### src/rtl/pipe_issue.sv
// Single-issue stage: a 4-entry instruction FIFO whose head is released to the
// pipeline unless it reads a destination issued in any of the last three cycles.
module pipe_issue (
    input  logic       clk1,
    input  logic       rst,
    input  logic       in_valid,
    output logic       in_ready,
    input  logic [3:0] in_rs1,
    input  logic [3:0] in_rs2,
    input  logic [3:0] in_rd,
    input  logic [1:0] in_func,
    input  logic [7:0] in_addr,
    input  logic       flush,
    output logic [3:0] rs1,
    output logic [3:0] rs2,
    output logic [3:0] rd,
    output logic [1:0] func,
    output logic [7:0] addr,
    output logic       issue_valid,
    output logic       stall,
    output logic [2:0] count,
    output logic [7:0] issue_cnt,
    output logic [7:0] stall_cnt
);

    // Entry layout: {rs1[21:18], rs2[17:14], rd[13:10], func[9:8], addr[7:0]}
    logic [21:0] fifo_q [4];
    logic [21:0] fifo_d [4];
    logic [1:0]  wr_ptr_q, wr_ptr_d;
    logic [1:0]  rd_ptr_q, rd_ptr_d;
    logic [2:0]  count_q, count_d;
    logic [2:0]  sb_v_q, sb_v_d;
    logic [3:0]  sb_rd_q [3];
    logic [3:0]  sb_rd_d [3];
    logic [21:0] out_q, out_d;
    logic        issue_valid_q, issue_valid_d;
    logic        stall_q, stall_d;
    logic [7:0]  issue_cnt_q, issue_cnt_d;
    logic [7:0]  stall_cnt_q, stall_cnt_d;

    logic [21:0] head;
    logic [3:0]  head_rs1, head_rs2, head_rd;
    logic        not_empty, hazard, do_issue, do_push;

    assign in_ready = (count_q != 3'd4);

    always_comb begin
        head      = fifo_q[rd_ptr_q];
        head_rs1  = head[21:18];
        head_rs2  = head[17:14];
        head_rd   = head[13:10];
        not_empty = (count_q != 3'd0);
        hazard    = 1'b0;
        for (int i = 0; i < 3; i++) begin
            if (sb_v_q[i] && (sb_rd_q[i] == head_rs1 || sb_rd_q[i] == head_rs2)) begin
                hazard = 1'b1;
            end
        end
        do_issue = not_empty && !hazard && !flush;
        // Push is qualified by the pre-pop occupancy, so a full queue never
        // accepts even when the head leaves in the same cycle.
        do_push  = in_valid && in_ready && !flush;
    end

    always_comb begin
        fifo_d        = fifo_q;
        wr_ptr_d      = wr_ptr_q;
        rd_ptr_d      = rd_ptr_q;
        count_d       = count_q;
        out_d         = out_q;
        issue_cnt_d   = issue_cnt_q;
        stall_cnt_d   = stall_cnt_q;
        issue_valid_d = do_issue;
        stall_d       = not_empty && hazard && !flush;

        if (flush) begin
            wr_ptr_d = 2'd0;
            rd_ptr_d = 2'd0;
            count_d  = 3'd0;
        end else begin
            if (do_push) begin
                fifo_d[wr_ptr_q] = {in_rs1, in_rs2, in_rd, in_func, in_addr};
                wr_ptr_d         = wr_ptr_q + 2'd1;
            end
            if (do_issue) begin
                rd_ptr_d = rd_ptr_q + 2'd1;
            end
            count_d = count_q + {2'b00, do_push} - {2'b00, do_issue};
        end

        sb_v_d   = flush ? 3'b000 : {sb_v_q[1:0], do_issue};
        sb_rd_d[0] = head_rd;
        sb_rd_d[1] = sb_rd_q[0];
        sb_rd_d[2] = sb_rd_q[1];

        if (do_issue) begin
            out_d       = head;
            issue_cnt_d = issue_cnt_q + 8'd1;
        end
        if (stall_d && stall_cnt_q != 8'hFF) begin
            stall_cnt_d = stall_cnt_q + 8'd1;
        end
    end

    always_ff @(posedge clk1) begin
        if (rst) begin
            for (int i = 0; i < 4; i++) begin
                fifo_q[i] <= '0;
            end
            for (int i = 0; i < 3; i++) begin
                sb_rd_q[i] <= '0;
            end
            wr_ptr_q      <= '0;
            rd_ptr_q      <= '0;
            count_q       <= '0;
            sb_v_q        <= '0;
            out_q         <= '0;
            issue_valid_q <= 1'b0;
            stall_q       <= 1'b0;
            issue_cnt_q   <= '0;
            stall_cnt_q   <= '0;
        end else begin
            fifo_q        <= fifo_d;
            sb_rd_q       <= sb_rd_d;
            wr_ptr_q      <= wr_ptr_d;
            rd_ptr_q      <= rd_ptr_d;
            count_q       <= count_d;
            sb_v_q        <= sb_v_d;
            out_q         <= out_d;
            issue_valid_q <= issue_valid_d;
            stall_q       <= stall_d;
            issue_cnt_q   <= issue_cnt_d;
            stall_cnt_q   <= stall_cnt_d;
        end
    end

    assign rs1         = out_q[21:18];
    assign rs2         = out_q[17:14];
    assign rd          = out_q[13:10];
    assign func        = out_q[9:8];
    assign addr        = out_q[7:0];
    assign issue_valid = issue_valid_q;
    assign stall       = stall_q;
    assign count       = count_q;
    assign issue_cnt   = issue_cnt_q;
    assign stall_cnt   = stall_cnt_q;

endmodule

### config.mk
export PLATFORM = sky130hd
export DESIGN_NAME = pipe_issue
export DESIGN_NICKNAME = d
export VERILOG_FILES = /design/src/rtl/pipe_issue.sv
export SDC_FILE = /design/constraint.sdc
export NUM_CORES = 1
export LEC_CHECK = 0
export ABC_CLOCK_PERIOD_IN_PS = 4100
export BUFFER_PORTS_ARGS = -buffer_cell sky130_fd_sc_hd__buf_2
export CORE_ASPECT_RATIO = 1.2
export CORE_MARGIN = 2
export CORE_UTILIZATION = 40
export CTS_BUF_LIST = sky130_fd_sc_hd__clkbuf_16
export DETAILED_ROUTE_END_ITERATION = 8
export GPL_ROUTABILITY_DRIVEN = 0
export PLACE_DENSITY = 0.56
export SYNTH_ARGS = -nofsm -noshare
export SYNTH_HDL_FRONTEND = slang
export SYNTH_SLANG_ARGS = --single-unit
### constraint.sdc
create_clock -name clk1 -period 4.1 [get_ports clk1]
set_clock_uncertainty 0.1 [all_clocks]
set_input_delay 0.205 -clock clk1 [delete_from_list [all_inputs] [get_ports clk1]]
set_output_delay 0.205 -clock clk1 [all_outputs]
set_load 0.05 [all_outputs]
Word level (Yosys, flattened, before mapping)
Cells that the tools add are included.

storage, ports and cells
  bits of input ports = 26
  logic and storage cells = 64
  flip-flop bits (word level) = 150
  output and inout bits = 44

cells by class
  reductions and logical operators = 19
  bitwise logic cells = 3
  mux-type cells = 9
  add/subtract/negate cells = 6
  equal/unequal tests = 8
  magnitude comparators = 3

operators with widths
  kind                                                      count
  bitwise mux 88 bit                                        1
  two-way mux 22 bit                                        3
  binary-select mux 22 bit (select 2 bit)                   1
  demux 22 bit (select 2 bit)                               1
  equality test 4 bit                                       6
  adder 8 x 1 -> 8 bit, second input constant               2
  logical AND 1 bit                                         11
  != test 8 bit, second input constant                      1
  greater-or-equal comparator 3 bit, second input constant  2
  inverter 2 -> 3 bit                                       2
  adder 2 x 1 -> 2 bit, second input constant               2
  adder 3 x 1 -> 3 bit                                      1
  logical OR 1 bit                                          3
  < comparator 3 x 1 -> 1 bit, second input constant        1
  two-way mux 1 bit                                         3
  != test 3 bit, second input constant                      1
  nonzero test 3 bit                                        1
  subtractor 3 x 1 -> 3 bit                                 1
  logical NOT 1 bit                                         2
  AND reduction 2 bit                                       1
  OR reduction 2 bit                                        1
  inverter 1 bit                                            1

Depth between registers and ports, before layout
  depth in word-level cells = 14
  depth in mapped cells = 17
  gate-level depth less buffers = 13

Least setup slack after synthesis
No wires, ideal clock.

  path type = register to register
  from = register count_q[1] (netlist: count[1])
  to = register count_q[2] (netlist: count[2])
  clock period less this slack = 3.573 ns
  data required time = 3.879 ns
  stages on the path, launching flop included = 16
  setup time = 0.121 ns
  buffers on the path = 2
  arrival = 3.352 ns
  setup slack = 0.527 ns
  cell sequence = dfxtp_1 > nor2_1 > nand2_1 > nand2_1 > nor2_1 > clkbuf_1 > clkbuf_1 > inv_1 > ha_1 > inv_1 > ha_1 > inv_1 > fa_1 > xor2_1 > xnor2_1 > nor2_1

on the way
  cells in the longest elaborated chain, start to end = 5
  elaborated cells between the ends (all ways) = 8
  those cells by class = add/sub: 2; eq/ne: 1; reduce/logical: 5

ends and longest elaborated chain
  element                          RTL line  text
  start: declaration               31        logic [2:0] count_q, count_d;
  start signal: assignment         127       count_q <= count_d;
  != test 3 bit                    45        assign in_ready = (count_q != 3'd4);
  via in_ready                     7         output logic in_ready,
  logical AND 1 bit (2 in series)  62        do_push = in_valid && in_ready && !flush;
  adder 3 x 1 -> 3 bit             88        count_d = count_q + {2'b00, do_push} - {2'b00, do_issue};
  subtractor 3 x 1 -> 3 bit        88

The timed path passes the listed nets, and every way through them passes these cells.
A chain may end at the register's enable or synchronous reset.

Worst setup path after layout
  from = register rd_ptr_q[0]
  to = register count_q[2] (netlist: count[2])

on the way
  cells in the longest elaborated chain, start to end = 14
  elaborated cells between the ends (all ways) = 23
  those cells by class = add/sub: 1; eq/ne: 6; mux: 6; bitwise: 1; reduce/logical: 9

ends and longest elaborated chain
  element                                                     RTL line  text
  start: declaration                                          30        logic [1:0] rd_ptr_q, rd_ptr_d;
  start signal: assignment                                    126       rd_ptr_q <= rd_ptr_d;
  inverter 2 -> 3 bit (not written as such) (*)               48        head = fifo_q[rd_ptr_q];
  binary-select mux 22 bit (select 2 bit) (*)                 48
  two-way mux 22 bit (not written as such) (*) (2 in series)  48
  equality test 4 bit                                         55        if (sb_v_q[i] && (sb_rd_q[i] == head_rs1 || sb_rd_q[i] == head_rs2)) begin
  logical OR 1 bit                                            55
  logical AND 1 bit                                           55
  two-way mux 1 bit (2 in series)                             55
  two-way mux 1 bit (*)                                       55
  logical NOT 1 bit (*)                                       59        do_issue = not_empty && !hazard && !flush;
  logical AND 1 bit (*) (2 in series)                         59
  subtractor 3 x 1 -> 3 bit (*)                               88

Every way passes the cells marked *; elsewhere a longest branch is shown, timed or not. The select of a mux whose other input is x is not followed.

==> metrics.txt <==
First DRT Iteration DRCs roughly 270; first-pass iteration count of the detailed router 4; sequential area share after synthesis between 40% and 50%; post-DR wirelength/cell around 16 um; Final Hold Viols 0; Clock Tree Root clkbuf_16; slowest cell on the critical path mux4_2; IO Pins 70; Met1 Wirelength about 7.3 mm; row cnt 50; worst-margin pin slew ~0.71 ns; worst-skew pair later-pin latency roughly 0.42 ns; gr ovfl total 0; Worst path max stage delay just under 0.6 ns; Setup CP Type reg -> reg; Die H ~140 um; Syn Nets about 730; Worst Path Max Fanout 8; RSZ-0062 raised after global routing false; initial core utilization between 40% and 50%; pwr dens 439 mW/mm^2; f_max between 200 and 300 MHz; placed cell count roughly 940; Max-slew headroom a little over half; YS warnings 0; Mapped Area approximately 0.0064 mm^2; DPL Wire Length roughly 10 mm; max_cap viols 0; Antenna Nets Post-Route 0; post-synth cell types 44; #FFs+latches synth 150; fraction of layout cells with a size suffix above 1 17.4%; gr usage total about a fifth; Clock Sinks 150; Final nets between 800 and 900; DIE AREA approximately 0.017 mm^2; worst hold path type in -> reg; Worst setup SP type flop; via count 5299; Final Non-Filler Cells 990; CP endpoint kind flop; clock buffer count from CTS 17; Tcrit/Tclk final between 80% and 90%; Worst EP arrival between 3 and 4 ns; Required @ worst endpoint approximately 4.3 ns; n_diodes 0; routed wl met2 roughly 8.1 mm; Final Max Tran Viols 0; area grow syn2layout 21.1%; Post-route DRC 0; initial antenna violation count 0; outcome completed; worst vdd ir 0.292 mV; WL met3 between 600 and 700 um; Finish-stage setup viols 0; CP Cell Sequence buf_4 > mux4_2 > xnor2_1 > nand4_1 > a21boi_2 > nor4b_4 > ha_1 > inv_1 > ha_1 > inv_1 > fa_1 > xor2_1 > xnor2_1 > nor2_1; IO buf count 69; most frequent cells in the layout dfxtp_1, nand2_1, a21oi_1; Worst-path clk slew roughly 0.060 ns; Tmin final 3.56 ns; vias in the first global route between 5000 and 6000; htree depth 4; chip width approximately 120 um; core box area 0.0156 mm^2; pin count of the biggest net entering global routing 71; top layer in use met4; first-pass GRT wire length between 20 and 30 mm; Mapped Cells around 700; syn avg cell area around 9.2 um^2; most common cell after layout, fill and taps aside dfxtp_1; setup TNS 0 ns; DR vias/cell about 5.4; CTS tree built; WL final approximately 16 mm; Total Power 0.00341 W; fillcell total 1508; P_leak between 2 and 3 nW; Clock Path Buffers 2
## cell families after synthesis
kind of cell / Yosys count / synth area share (%)
AO/OA/AOI/OAI: 113 / 9.88
adder cells (fa/ha/maj): 9 / 1.87
flip-flops: 150 / 46.9
XOR/XNOR: 29 / 3.96
buffers and inverters: 62 / 4.20
AND/OR/NAND/NOR: 283 / 20.5
multiplexers: 50 / 12.8
## routing by layer
| layer | GRT usage [%] | vias up |
|---|---|---|
| met5 | 0 | - |
| met4 | 6.63 | 0 |
| met3 | 4.59 | 15 |
| met2 | 34.0 | 132 |
| met1 | 24.9 | 2588 |
| li1 | - | 2564 |
## cell type report
class | instances | area [um^2] | area share, %
Tap cell | 208 | 260 | 3.35
Sequential cell | 150 | 3000 | 38.7
Timing Repair Buffer | 109 | 706 | 9.09
Clock inverter | 13 | 189 | 2.43
Inverter | 9 | 33.8 | 0.435
Clock buffer | 17 | 425 | 5.48
Multi-Input combinational cell | 484 | 3140 | 40.5
## power by group
part           switching, W  internal (W)
logic              0.000171      0.000101
registers         0.0000192       0.00148
clock network      0.000576       0.00106
## synthesized netlist by cell type (all sizes together)
cell	n	area, um^2
dfxtp	150	3000
nand2	103	387
a21oi	96	480
nand3	95	475
clkbuf	44	165
nor2	42	158
xnor2	28	245
mux2i	24	240
mux4	22	533
nor2b	12	75.1
and2	9	56.3
buf	9	70.1
inv	9	33.8
ha	8	100
nand4	7	43.8
and3	4	25.0
mux2	4	45.0
o31ai	4	35.0
a21boi	3	33.8
or2	3	18.8
a21o	2	15.0
a31o	2	17.5
nor3	2	10.0
or4	2	15.0
a21bo	1	10.0
and4	1	8.76
fa	1	20.0
nand3b	1	7.51
nor3b	1	7.51
nor4b	1	23.8
o211ai	1	7.51
o21a	1	7.51
o21bai	1	7.51
o311a	1	10.0
o31a	1	8.76
xor2	1	8.76
## registers in the layout (all words and copies together) (netlist names)
signal / flops
stall: 1
wr_ptr_q: 2
issue_cnt: 8
sb_rd_q: 4
issue_valid: 1
sb_rd_d: 8
count: 3
out_q: 22
rd_ptr_q: 2
sb_v_q: 3
fifo_q: 88
stall_cnt: 8
## critical path: cells and delay by family (launching register included)
| family | cells | cell delay, ns |
|---|---|---|
| adder cells (fa/ha/maj) | 3 | 0.78 |
| buffers and inverters | 3 | 0.32 |
| flip-flops | 1 | 0.57 |
| AND/OR/NAND/NOR | 3 | 0.30 |
| XOR/XNOR | 3 | 0.52 |
| multiplexers | 1 | 0.58 |
| AO/OA/AOI/OAI | 1 | 0.26 |
## metrics by stage
step / area [um^2] / setup WS [ns] / util, % / hold slack (ns)
after floorplan: 6410 / 0.527 / - / 0.252
after global placement: 6920 / 0.658 / 44.2 / 0.338
after detailed placement: 6920 / 0.549 / 44.2 / 0.344
after CTS: 7760 / 0.518 / 49.6 / 0.0956
after global routing: 7760 / 0.268 / 49.6 / 0.121
final: 7760 / 0.544 / 49.6 / 0.117
## path summary, 6_finish.rpt
path | cells past startpoint | endpoint | start | slack [ns]
max reg2reg | 14 | count[2] | rd_ptr_q[0] | 0.54
max | 14 | count[2] | rd_ptr_q[0] | 0.54
min | 3 | count[1] | flush | 0.12
min reg2reg | 2 | fifo_q[67] | fifo_q[67] | 0.35
## what timing repair did
action / 4_1_cts / 5_1_grt
endpoints found under the hold margin: 89 / 0
hold buffers: 23 / 0
endpoints found under the setup margin: 0 / 0
setup buffers: 0 / 0
resized for setup: 0 / 0
Power figures use the tool's default switching activity.
